File: src/rtl/elevator_pkg.sv
// Shared types and encodings for the elevator controller.
`default_nettype none

package elevator_pkg;

  typedef enum logic [2:0] {
    ST_IDLE       = 3'd0,
    ST_MOVE_UP    = 3'd1,
    ST_MOVE_DOWN  = 3'd2,
    ST_DOOR_OPEN  = 3'd3,
    ST_DOOR_CLOSE = 3'd4
  } state_t;

  localparam logic [1:0] ENGINE_STOP  = 2'b00;
  localparam logic [1:0] ENGINE_UP    = 2'b01;
  localparam logic [1:0] ENGINE_DOWN  = 2'b10;

  localparam logic [1:0] DOOR_CLOSED  = 2'b00;
  localparam logic [1:0] DOOR_OPEN    = 2'b01;
  localparam logic [1:0] DOOR_CLOSING = 2'b10;

  // Counter width able to hold 0..n-1, never narrower than one bit.
  function automatic int cnt_width(input int n);
    return (n > 1) ? $clog2(n) : 1;
  endfunction

endpackage

`default_nettype wire

File: src/rtl/elevator_req_table.sv
// Sticky cabin/hall request registers plus per-floor scheduling summaries.
`default_nettype none

module elevator_req_table
  import elevator_pkg::*;
#(
  parameter int BUTTONS_WIDTH = 8,
  parameter int LW            = $clog2(BUTTONS_WIDTH)
) (
  input  logic                     clk,
  input  logic                     reset,
  input  logic [BUTTONS_WIDTH-1:0] set_in,
  input  logic [BUTTONS_WIDTH-1:0] set_up,
  input  logic [BUTTONS_WIDTH-1:0] set_down,
  input  logic                     clr,
  input  logic [LW-1:0]            floor,
  input  logic                     dir,
  output logic                     any_above,
  output logic                     any_below,
  output logic                     any_at_floor,
  output logic                     hit_at_floor,
  output logic                     stop_here
);

  logic [BUTTONS_WIDTH-1:0] req_in, req_up, req_down, req_all;
  logic [BUTTONS_WIDTH-1:0] at_mask, above_mask, below_mask, clr_mask;

  always_comb begin
    at_mask    = '0;
    above_mask = '0;
    below_mask = '0;
    for (int i = 0; i < BUTTONS_WIDTH; i++) begin
      at_mask[i]    = (i == int'(floor));
      above_mask[i] = (i >  int'(floor));
      below_mask[i] = (i <  int'(floor));
    end
  end

  assign clr_mask = clr ? at_mask : '0;
  assign req_all  = req_in | req_up | req_down;

  // Clear wins over a same-cycle press so calls for an open floor are dropped.
  always_ff @(posedge clk or negedge reset) begin
    if (!reset) begin
      req_in   <= '0;
      req_up   <= '0;
      req_down <= '0;
    end else begin
      req_in   <= (req_in   | set_in)   & ~clr_mask;
      req_up   <= (req_up   | set_up)   & ~clr_mask;
      req_down <= (req_down | set_down) & ~clr_mask;
    end
  end

  assign any_above    = |(req_all & above_mask);
  assign any_below    = |(req_all & below_mask);
  assign any_at_floor = |(req_all & at_mask);
  assign hit_at_floor = |((set_in | set_up | set_down) & at_mask);

  // Nothing left beyond this floor also forces a stop, which keeps the car in the shaft.
  assign stop_here = (|(req_in & at_mask))
                   | (|((dir ? req_up : req_down) & at_mask))
                   | ~(dir ? any_above : any_below);

endmodule

`default_nettype wire

File: src/rtl/elevator_ctrl.sv
// SCAN elevator controller: FSM, travel/door/home timers, registered outputs.
// Optional parking at floor 0 after idle timeout when HOME_RETURN_EN is defined.
`default_nettype none

module elevator_ctrl
  import elevator_pkg::*;
#(
  parameter int BUTTONS_WIDTH    = 8,
  parameter int TRAVEL_CYCLES    = 2,
  parameter int DOOR_OPEN_CYCLES = 4,
  parameter int HOME_TIMEOUT     = 16,
  localparam int LW              = $clog2(BUTTONS_WIDTH)
) (
  input  logic                     clk,
  input  logic                     reset,
  input  logic                     open_btn,
  input  logic                     close_btn,
  input  logic [BUTTONS_WIDTH-1:0] btn_in,
  input  logic [BUTTONS_WIDTH-1:0] btn_up_out,
  input  logic [BUTTONS_WIDTH-1:0] btn_down_out,
  output logic [1:0]               engine,
  output logic [1:0]               door,
  output logic [LW-1:0]            level_display
);

  localparam int TW = cnt_width(TRAVEL_CYCLES);
  localparam int DW = cnt_width(DOOR_OPEN_CYCLES);
  localparam int HW = cnt_width(HOME_TIMEOUT);
  localparam logic [LW-1:0] TOP = LW'(BUTTONS_WIDTH - 1);

`ifdef HOME_RETURN_EN
  localparam logic HOME_EN = 1'b1;
`else
  localparam logic HOME_EN = 1'b0;
`endif

  state_t            state, state_nxt;
  logic [LW-1:0]     floor, floor_nxt, step_floor, qfloor;
  logic              dir, dir_nxt;
  logic [TW-1:0]     tcnt, tcnt_nxt;
  logic [DW-1:0]     dcnt, dcnt_nxt;
  logic [HW-1:0]     hcnt, hcnt_nxt;
  logic [1:0]        engine_nxt, door_nxt;
  logic              clr, arrive, go_up, go_down, idle_quiet, home_call;
  logic              any_above, any_below, any_at_floor, hit_at_floor, stop_here;
  logic [BUTTONS_WIDTH-1:0] set_in;

  // While arriving, the table is queried for the floor being entered so the stop lands on that edge.
  assign arrive     = ((state == ST_MOVE_UP) || (state == ST_MOVE_DOWN))
                   && (tcnt == TW'(TRAVEL_CYCLES - 1));
  assign step_floor = (state == ST_MOVE_UP) ? ((floor == TOP) ? floor : floor + 1'b1)
                                            : ((floor == '0)  ? floor : floor - 1'b1);
  assign qfloor     = arrive ? step_floor : floor;

  assign go_up   = any_above && (dir || !any_below);
  assign go_down = any_below && !go_up;

  assign idle_quiet = HOME_EN && (state == ST_IDLE) && (floor != '0)
                   && !any_above && !any_below && !any_at_floor
                   && !(|{btn_in, btn_up_out, btn_down_out});
  assign home_call  = idle_quiet && (hcnt == HW'(HOME_TIMEOUT - 1));
  assign hcnt_nxt   = (idle_quiet && !home_call) ? hcnt + HW'(1) : '0;
  assign set_in     = btn_in | {{(BUTTONS_WIDTH-1){1'b0}}, home_call};

  elevator_req_table #(
    .BUTTONS_WIDTH (BUTTONS_WIDTH),
    .LW            (LW)
  ) u_req (
    .clk          (clk),
    .reset        (reset),
    .set_in       (set_in),
    .set_up       (btn_up_out),
    .set_down     (btn_down_out),
    .clr          (clr),
    .floor        (qfloor),
    .dir          (dir),
    .any_above    (any_above),
    .any_below    (any_below),
    .any_at_floor (any_at_floor),
    .hit_at_floor (hit_at_floor),
    .stop_here    (stop_here)
  );

  always_comb begin
    state_nxt = state;
    dir_nxt   = dir;
    floor_nxt = floor;
    tcnt_nxt  = '0;
    dcnt_nxt  = '0;
    case (state)
      ST_IDLE: begin
        if (open_btn || any_at_floor) begin
          state_nxt = ST_DOOR_OPEN;
        end else if (go_up) begin
          state_nxt = ST_MOVE_UP;
          dir_nxt   = 1'b1;
        end else if (go_down) begin
          state_nxt = ST_MOVE_DOWN;
          dir_nxt   = 1'b0;
        end
      end
      ST_MOVE_UP, ST_MOVE_DOWN: begin
        if (arrive) begin
          floor_nxt = step_floor;
          if (stop_here) state_nxt = ST_DOOR_OPEN;
        end else begin
          tcnt_nxt = tcnt + TW'(1);
        end
      end
      ST_DOOR_OPEN: begin
        if (open_btn) begin
          dcnt_nxt = '0;
        end else if (close_btn || (dcnt == DW'(DOOR_OPEN_CYCLES - 1))) begin
          state_nxt = ST_DOOR_CLOSE;
        end else begin
          dcnt_nxt = dcnt + DW'(1);
        end
      end
      ST_DOOR_CLOSE: begin
        if (open_btn || any_at_floor || hit_at_floor) begin
          state_nxt = ST_DOOR_OPEN;
        end else if (go_up) begin
          state_nxt = ST_MOVE_UP;
          dir_nxt   = 1'b1;
        end else if (go_down) begin
          state_nxt = ST_MOVE_DOWN;
          dir_nxt   = 1'b0;
        end else begin
          state_nxt = ST_IDLE;
        end
      end
      default: state_nxt = ST_IDLE;
    endcase

    clr = (state_nxt == ST_DOOR_OPEN);

    case (state_nxt)
      ST_MOVE_UP:   engine_nxt = ENGINE_UP;
      ST_MOVE_DOWN: engine_nxt = ENGINE_DOWN;
      default:      engine_nxt = ENGINE_STOP;
    endcase
    case (state_nxt)
      ST_DOOR_OPEN:  door_nxt = DOOR_OPEN;
      ST_DOOR_CLOSE: door_nxt = DOOR_CLOSING;
      default:       door_nxt = DOOR_CLOSED;
    endcase
  end

  always_ff @(posedge clk or negedge reset) begin
    if (!reset) begin
      state  <= ST_IDLE;
      floor  <= '0;
      dir    <= 1'b1;
      tcnt   <= '0;
      dcnt   <= '0;
      hcnt   <= '0;
      engine <= ENGINE_STOP;
      door   <= DOOR_CLOSED;
    end else begin
      state  <= state_nxt;
      floor  <= floor_nxt;
      dir    <= dir_nxt;
      tcnt   <= tcnt_nxt;
      dcnt   <= dcnt_nxt;
      hcnt   <= hcnt_nxt;
      engine <= engine_nxt;
      door   <= door_nxt;
    end
  end

  assign level_display = floor;

endmodule

`default_nettype wire

File: config.mk
export PLATFORM = sky130hd
export DESIGN_NAME = elevator_ctrl
export DESIGN_NICKNAME = d
export VERILOG_FILES = /design/src/rtl/elevator_pkg.sv /design/src/rtl/elevator_req_table.sv /design/src/rtl/elevator_ctrl.sv
export SDC_FILE = /design/constraint.sdc
export NUM_CORES = 1
export LEC_CHECK = 0
export ABC_AREA = 1
export BUFFER_PORTS_ARGS = -buffer_cell sky130_fd_sc_hd__buf_2
export CAP_MARGIN = 30
export CORE_UTILIZATION = 40
export DETAILED_ROUTE_END_ITERATION = 8
export SYNTH_ARGS = -nofsm -noshare
export SYNTH_HDL_FRONTEND = slang
export SYNTH_SLANG_ARGS = --single-unit
File: constraint.sdc
create_clock -name clk -period 3.2 [get_ports clk]
set_clock_uncertainty 0.15 [all_clocks]
set_input_delay 0.64 -clock clk [delete_from_list [all_inputs] [get_ports clk]]
set_output_delay 0.64 -clock clk [all_outputs]
set_load 0.02 [all_outputs]
==> summary.json, run 1 <==
{
  "drive_above_1_share_pct": 20.0,
  "failed_checks": "DRC",
  "critical_path_arrival_ns": 2.94,
  "drt-total-wl_mm": 6.20,
  "placement_rows": 29,
  "top_level_ports": 35,
  "yosys.area.top_type": "sky130_fd_sc_hd__dfrtp_1",
  "timing.critical_path.mode_cell": "sky130_fd_sc_hd__nand2_1",
  "grt_setup_unrepaired": "false",
  "grt_pass1_wl_mm": 10.7,
  "worst_tran_pin_value_ns": 0.876,
  "max-slew-margin-rel_pct": 41.6,
  "critical_path.startpoint_type": "flop",
  "critPathMaxFanout": 11,
  "vias": 2617,
  "timing.critical_path.slowest_stage_cell": "sky130_fd_sc_hd__dfrtp_2",
  "design.final.nets": 502,
  "clock_tree_from_tritoncts": "yes",
  "synth.yosys.seq_area_share_pct": 35.2,
  "htree_num_levels": 2,
  "syn_to_final_growth_pct": 16.9,
  "r2r-end": "engine[1]",
  "start_util_pct": 42.1,
  "placer_congestion": 0.890,
  "max_slew_violations": 0,
  "min_path_type": "primary input to async pin",
  "cap_violations": 0,
  "globalRouteTotalUtil_pct": 19.3,
  "crit_path_cell_trace": "inv_1, buf_4, ha_1, inv_1, nand2_1, nand2_1, nand3_1, nand2_1, nand2_1, nand2_4, buf_4, nor2_1, nand2_1, nand2_1, nor2_1, nand2_1, nor2_1, nand2_1, nand2_1, nand4_2, buf_12, and2_1",
  "hold_viol_final": 0,
  "mostFrequentLayoutCell": "sky130_fd_sc_hd__nand2_1",
  "ir_worst_vdd_uv": 391,
  "synth-warning-count": 0,
  "critical-path-max-stage-delay_ns": 0.41,
  "grt_max_degree": 39,
  "drcViolationCount": 6,
  "fmax_mhz": 344,
  "finalSetupTns_ns": 0,
  "run_status": "finished with violations",
  "worst_r2r_path_depth": 22,
  "cts.reportedPaths.clkPinSlew_ns": 0.08,
  "finalWorstSetupSlack_ns": 0.295,
  "most-common-layout-cells": "sky130_fd_sc_hd__nand2_1 (157), sky130_fd_sc_hd__inv_1 (77), sky130_fd_sc_hd__nand3_1 (41)",
  "antenna-diode-count": 0,
  "clockRootBuffer": "sky130_fd_sc_hd__clkbuf_8",
  "setup_viol": 0,
  "drtIter0Drc": 176,
  "synth_seq_cells": 38,
  "vias_per_cell": 4.78,
  "cts_buffers": 5,
  "power_density_over_cell_area_nw_per_um2": 1080,
  "numClockSinks": 38,
  "detailedRoute.firstPassIterationCount": 6,
  "postSynthAreaPerCell_um2": 6.42,
  "antenna_found_initial": 0,
  "timing.critical_path.to_type": "flop",
  "postSynthCellCount": 421,
  "via_count_of_the_first_global_routing_pass": 2396,
  "worstSetupPathType": "flop to flop",
  "clk-insertion-delay-late_ns": 0.29,
  "die_width_um": 84.2,
  "r2r-start": "level_display[0]",
  "postSynthNetCount": 453,
  "detail_route.wl_per_cell_um": 11.3,
  "synth.area.top_cells": "sky130_fd_sc_hd__dfrtp_1 (34%), sky130_fd_sc_hd__nand2_1 (22%), sky130_fd_sc_hd__inv_1 (11%)",
  "post-dp-hpwl_mm": 4.81,
  "cts_hold_repair.buffers": 0,
  "post_synth_num_cell_types": 29,
  "syn_area_um2": 2700,
  "yosys.area.top_type_share_pct": 34.3,
  "p_leak_nw": 1.79,
  "rrSetupSlack_ns": 0.29,
  "antenna_violating_nets_post_route": 0,
  "port_buffer_cells": 34,
  "period_needed_ns": 2.91,
  "die_area_um2": 7090,
  "dpl_worst_slack_ns": 0.103,
  "required_ns": 3.23,
  "clock_tree.buffer_depth": 2,
  "coreArea_um2": 6420,
  "post_route_fraction_of_the_period_consumed_by_the_critical_path_pct": 90.8,
  "overflow": 0,
  "fp.dieH_um": 84.2
}
[state kept, by name (all words and copies together) (netlist names), 2 cells and up]
signal	count
door	2
dcnt	2
u_req.req_up	8
u_req.req_in	8
level_display	3
engine	2
u_req.req_down	8
state	3
[worst max-delay path by stage]
stage | from | to | cells after the start
finish | level_display[0] | engine[1] | 22
global route | level_display[0] | u_req.req_down[6] | 24
CTS | level_display[1] | engine[1] | 18
detailed placement | level_display[1] | engine[1] | 18
global placement | level_display[0] | u_req.req_down[5] | 23
floorplan | level_display[0] | door[0] | 21
[routing by layer]
metal  part of all wire, %  up-vias  global-route usage, %
met1                    47     1174                   25.4
met2                    46       57                   31.7
met5                     0        -                      0
met3                   3.9       13                   3.34
li1                      -     1373                      -
met4                   2.4        0                   7.68
[area by class of cell]
| cell class | count | area [um2] |
|---|---|---|
| fill | 676 | 3260 |
| multi-input combinational | 296 | 1420 |
| timing repair buffer | 50 | 303 |
| sequential | 38 | 955 |
| clock buffer | 7 | 86.3 |
| tap | 77 | 96.3 |
| inverter | 79 | 297 |
| clock inverter | 1 | 5.00 |
[power breakdown]
group | internal [mW] | switching [mW]
clock | 0.174 | 0.168
combinational | 0.829 | 1.44
sequential | 0.659 | 0.132
[cell families after synthesis]
logic type	share of synthesized area, %
and+or+nand+nor	46.0
DFF	35.2
buffers and inverters	13.4
adders and majority gates	1.85
AOI/OAI and AO/OA	3.57
[cell usage after synthesis, drive strengths merged]
library cell  number
a211o              1
a21oi              2
and2               2
buf                6
clkbuf             2
dfrtp             37
dfstp              1
ha                 4
inv               79
nand2            165
nand3             51
nand4              3
nor2              38
nor3               9
nor4               1
o211ai             1
o21a               1
o21ai             11
o21bai             1
or2                6
[what timing repair did]
| action | 4_1_cts | 5_1_grt |
|---|---|---|
| setup buffers | 0 | 4 |
| endpoints found under the hold margin | 0 | 0 |
| gates resized for setup | 0 | 11 |
| setup endpoints to repair | 0 | 29 |
[per-stage QoR]
| step | instances | hold WS (ns) | instance area [um2] | total power, mW | util [%] |
|---|---|---|---|---|---|
| after global placement | 536 | 0.279 | 3010 | 2.97 | 46.8 |
| final | 548 | 0.307 | 3160 | 3.40 | 49.2 |
| after detailed placement | 536 | 0.291 | 3010 | 2.98 | 46.8 |
| after floorplan | 421 | 0.194 | 2700 | 2.44 | - |
| after CTS | 544 | 0.301 | 3100 | 3.33 | 48.2 |
| after global routing | 548 | 0.352 | 3160 | 3.76 | 49.2 |
[critical path, delay by kind of cell, from the launching register on]
kind                       cells  cell delay (ns)
adders and majority gates      1             0.21
DFF                            1             0.41
and+or+nand+nor               16             1.43
buffers and inverters          5             0.58
No activity file was read; power rests on OpenSTA's default activity.
==> inputs of run 2 (changes only) <==
--- a/constraint.sdc
+++ b/constraint.sdc
@@ -4,2 +4,2 @@
 set_output_delay 0.64 -clock clk [all_outputs]
-set_load 0.02 [all_outputs]
+set_load 0.1 [all_outputs]
==> run 2 against run 1 <==
Against the previous run:
- the flow still finishes with violations (DRC)
- setup slack worse by 0.031 ns
- die area is the same
- count of clock-buffer cells in the layout unchanged
- critical path depth grew 2
- highest routed layer unchanged
==> summary.json, run 2 (same netlist as run 1, synthesis figures left out) <==
{
  "drive_above_1_share": {"value": 19.3, "unit": "%", "change": "was 20.0%"},
  "clock_tree_from_tritoncts": {"value": "yes", "change": "unchanged"},
  "via_count_of_the_first_global_routing_pass": {"value": 2427, "change": "was 2396"},
  "power_density_over_cell_area": {"value": 1150, "unit": "nW/um2", "change": "was 1080 nW/um2"},
  "numClockSinks": {"value": 38, "change": "unchanged"},
  "min_path_type": {"value": "flop to flop", "change": "was primary input to async pin"},
  "worst_hold_slack": {"value": 0.296, "unit": "ns", "change": "was 0.307 ns"},
  "vias_per_cell": {"value": 4.75, "change": "was 4.78"},
  "run_status": {"value": "finished with violations", "change": "unchanged"},
  "die_area": {"value": 7090, "unit": "um2", "change": "unchanged"},
  "critical_path_arrival": {"value": 3.03, "unit": "ns", "change": "was 2.94 ns"},
  "port_buffer_cells": {"value": 34, "change": "unchanged"},
  "fin_area": {"value": 3140, "unit": "um2", "change": "was 3160 um2"},
  "overflow": {"value": 0, "change": "unchanged"},
  "vias": {"value": 2581, "change": "was 2617"},
  "antenna_violating_nets_post_route": {"value": 0, "change": "unchanged"},
  "grt.met1_usage": {"value": 25.1, "unit": "%", "change": "was 25.4%"},
  "clk-insertion-delay-late": {"value": 0.30, "unit": "ns", "change": "was 0.29 ns"},
  "antenna_found_initial": {"value": 0, "change": "unchanged"},
  "coreArea": {"value": 6420, "unit": "um2", "change": "unchanged"},
  "period_needed": {"value": 2.94, "unit": "ns", "change": "was 2.91 ns"},
  "required": {"value": 3.29, "unit": "ns", "change": "was 3.23 ns"},
  "setup_viol": {"value": 0, "change": "unchanged"},
  "crit_path_cell_trace": {"value": "inv_1, buf_4, ha_1, inv_1, nand2_1, nand2_1, nand3_1, nand2_1, nand2_1, nand2_4, nand2_1, nor2_2, nand2_1, nand2_1, nor2_1, nand2_1, nor2_1, nand2_1, nand2_1, nand4_2, buf_12, nand3_2, nand2_1, inv_1", "change": "was inv_1, buf_4, ha_1, inv_1, nand2_1, nand2_1, nand3_1, nand2_1, nand2_1, nand2_4, buf_4, nor2_1, nand2_1, nand2_1, nor2_1, nand2_1, nor2_1, nand2_1, nand2_1, nand4_2, buf_12, and2_1"},
  "grt_max_degree": {"value": 39, "change": "unchanged"},
  "fp.dieH": {"value": 84.2, "unit": "um", "change": "unchanged"},
  "antenna-diode-count": {"value": 0, "change": "unchanged"},
  "critPathTopFamily": {"value": "simple AND/OR/NAND/NOR gates", "change": "unchanged"},
  "largest_registers": {"value": "u_req.req_down (8), u_req.req_in (8), u_req.req_up (8)", "change": "unchanged"},
  "cts_buffers": {"value": 5, "change": "unchanged"},
  "clockRootBuffer": {"value": "sky130_fd_sc_hd__clkbuf_8", "change": "unchanged"},
  "drcViolationCount": {"value": 4, "change": "was 6"},
  "finalSetupTns": {"value": 0, "unit": "ns", "change": "unchanged"},
  "die_width": {"value": 84.2, "unit": "um", "change": "unchanged"},
  "cap_violations": {"value": 0, "change": "unchanged"},
  "max_slew_violations": {"value": 0, "change": "unchanged"},
  "failed_checks": {"value": "DRC", "change": "unchanged"},
  "detail_route.wl_per_cell": {"value": 11.3, "unit": "um", "change": "about the same"},
  "post_route_fraction_of_the_period_consumed_by_the_critical_path": {"value": 91.8, "unit": "%", "change": "was 90.8%"},
  "timing.hold.worst.start": "dcnt[0]",
  "whs_path_depth": 1,
  "worst_tran_pin_value": {"value": 0.871, "unit": "ns", "change": "was 0.876 ns"},
  "top_level_ports": {"value": 35, "change": "unchanged"},
  "clock_tree.buffer_depth": {"value": 2, "change": "unchanged"},
  "grt.busiest_layer": {"value": "met2", "change": "unchanged"},
  "ir_worst_vdd": {"value": 435, "unit": "uV", "change": "was 391 uV"},
  "htree_num_levels": {"value": 2, "change": "unchanged"},
  "critical-path-max-stage-delay": {"value": 0.44, "unit": "ns", "change": "was 0.41 ns"},
  "timing.critical_path.mode_cell": {"value": "sky130_fd_sc_hd__nand2_1", "change": "unchanged"},
  "p_leak": {"value": 1.77, "unit": "nW", "change": "was 1.79 nW"},
  "post-dp-hpwl": {"value": 4.66, "unit": "mm", "change": "was 4.81 mm"},
  "syn_to_final_growth": {"value": 16.3, "unit": "%", "change": "was 16.9%"},
  "globalRouteMet2Util": {"value": 30.9, "unit": "%", "change": "was 31.7%"},
  "min_delay_worst_endpoint": "dcnt[0]",
  "critPathMaxFanout": {"value": 9, "change": "was 11"},
  "postLayoutCoreUtil": {"value": 49.0, "unit": "%", "change": "was 49.2%"},
  "globalRouteTotalUtil": {"value": 19.2, "unit": "%", "change": "was 19.3%"},
  "post_layout_power": {"value": 3.61, "unit": "mW", "change": "was 3.40 mW"},
  "design.final.nets": {"value": 497, "change": "was 502"},
  "start_util": {"value": 42.1, "unit": "%", "change": "unchanged"},
  "timing.critical_path.to_type": {"value": "flop", "change": "unchanged"},
  "cp.buffers_inverters": {"value": 5, "change": "unchanged"},
  "grt.met3_usage": {"value": 4.52, "unit": "%", "change": "was 3.34%"},
  "grt_pass1_wl": {"value": 10.8, "unit": "mm", "change": "was 10.7 mm"},
  "max-slew-margin-rel": {"value": 41.9, "unit": "%", "change": "was 41.6%"},
  "placer_congestion": {"value": 0.875, "change": "was 0.890"},
  "drtIter0Drc": {"value": 87, "change": "was 176"},
  "drt-total-wl": {"value": 6.12, "unit": "mm", "change": "was 6.20 mm"},
  "critical_path.startpoint_type": {"value": "flop", "change": "unchanged"},
  "rrSetupSlack": {"value": 0.26, "unit": "ns", "change": "was 0.29 ns"},
  "detailed_place.area": {"value": 3010, "unit": "um2", "change": "about the same"},
  "placement_rows": {"value": 29, "change": "unchanged"},
  "fmax": {"value": 340, "unit": "MHz", "change": "was 344 MHz"},
  "mostFrequentLayoutCell": {"value": "sky130_fd_sc_hd__nand2_1", "change": "unchanged"},
  "hold_viol_final": {"value": 0, "change": "unchanged"},
  "detailedRoute.firstPassIterationCount": {"value": 7, "change": "was 6"},
  "timing.critical_path.slowest_stage_cell": {"value": "sky130_fd_sc_hd__dfrtp_2", "change": "unchanged"},
  "r2r-start": {"value": "level_display[0]", "change": "unchanged"},
  "worstSetupPathType": {"value": "flop to flop", "change": "unchanged"},
  "r2r-end": {"value": "u_req.req_up[0]", "change": "was engine[1]"},
  "cts.reportedPaths.clkPinSlew": {"value": 0.08, "unit": "ns", "change": "about the same"},
  "most-common-layout-cells": {"value": "sky130_fd_sc_hd__nand2_1 (158), sky130_fd_sc_hd__inv_1 (77), sky130_fd_sc_hd__nand3_1 (41)", "change": "was sky130_fd_sc_hd__nand2_1 (157), sky130_fd_sc_hd__inv_1 (77), sky130_fd_sc_hd__nand3_1 (41)"},
  "worst_r2r_path_depth": {"value": 24, "change": "was 22"}
}
==> run 2: cell types whose count changed in the layout (fill, tap and decap cells not counted), sizes merged <==
cell	change
buf	-5
==> run 2: layout make-up <==
cell class              count  area [um2]
multi-input cells         296        1430
clock buffers               7        86.3
well taps                  77        96.3
inverters                  79         297
fillers                   679        3280
flip-flops and latches     38         956
repair buffers             45         278
clock inverters             1        5.00
==> run 2: layer usage <==
layer | vias up | wire [um]
li1 | 1361 | -
met5 | - | 0
met3 | 10 | 226
met4 | 0 | 139
met2 | 44 | 2760
met1 | 1166 | 3000
==> run 2: per-stage QoR <==
| step | setup slack, ns | cells |
|---|---|---|
| final | 0.263 | 543 |
| after global routing | -0.0192 | 543 |
| after CTS | 0.104 | 542 |
| after detailed placement | 0.135 | 534 |
| after global placement | 0.142 | 534 |
| after floorplan | 0.0787 | 421 |
==> run 2: worst max path at each step <==
stage | start | end | slack [ns] | cells past startpoint
floorplan | level_display[0] | door[0] | 0.08 | 21
finish | level_display[0] | u_req.req_up[0] | 0.26 | 24
global placement | level_display[1] | u_req.req_in[1] | 0.14 | 19
CTS | level_display[0] | engine[1] | 0.10 | 18
global route | level_display[0] | u_req.req_down[5] | -0.02 | 24
detailed placement | level_display[0] | engine[1] | 0.13 | 18
==> run 2: power breakdown <==
part           switching (mW)  total (mW)  internal, mW
registers               0.132       0.792         0.660
logic                    1.65        2.47         0.819
clock network           0.175       0.349         0.174
total                    1.95        3.61          1.65
==> run 2: timing repair <==
| action | in CTS | in global routing |
|---|---|---|
| resized for setup | 0 | 11 |
| buffers inserted | 0 | 1 |
| hold buffers | 0 | 0 |
| setup endpoints to repair | 0 | 29 |
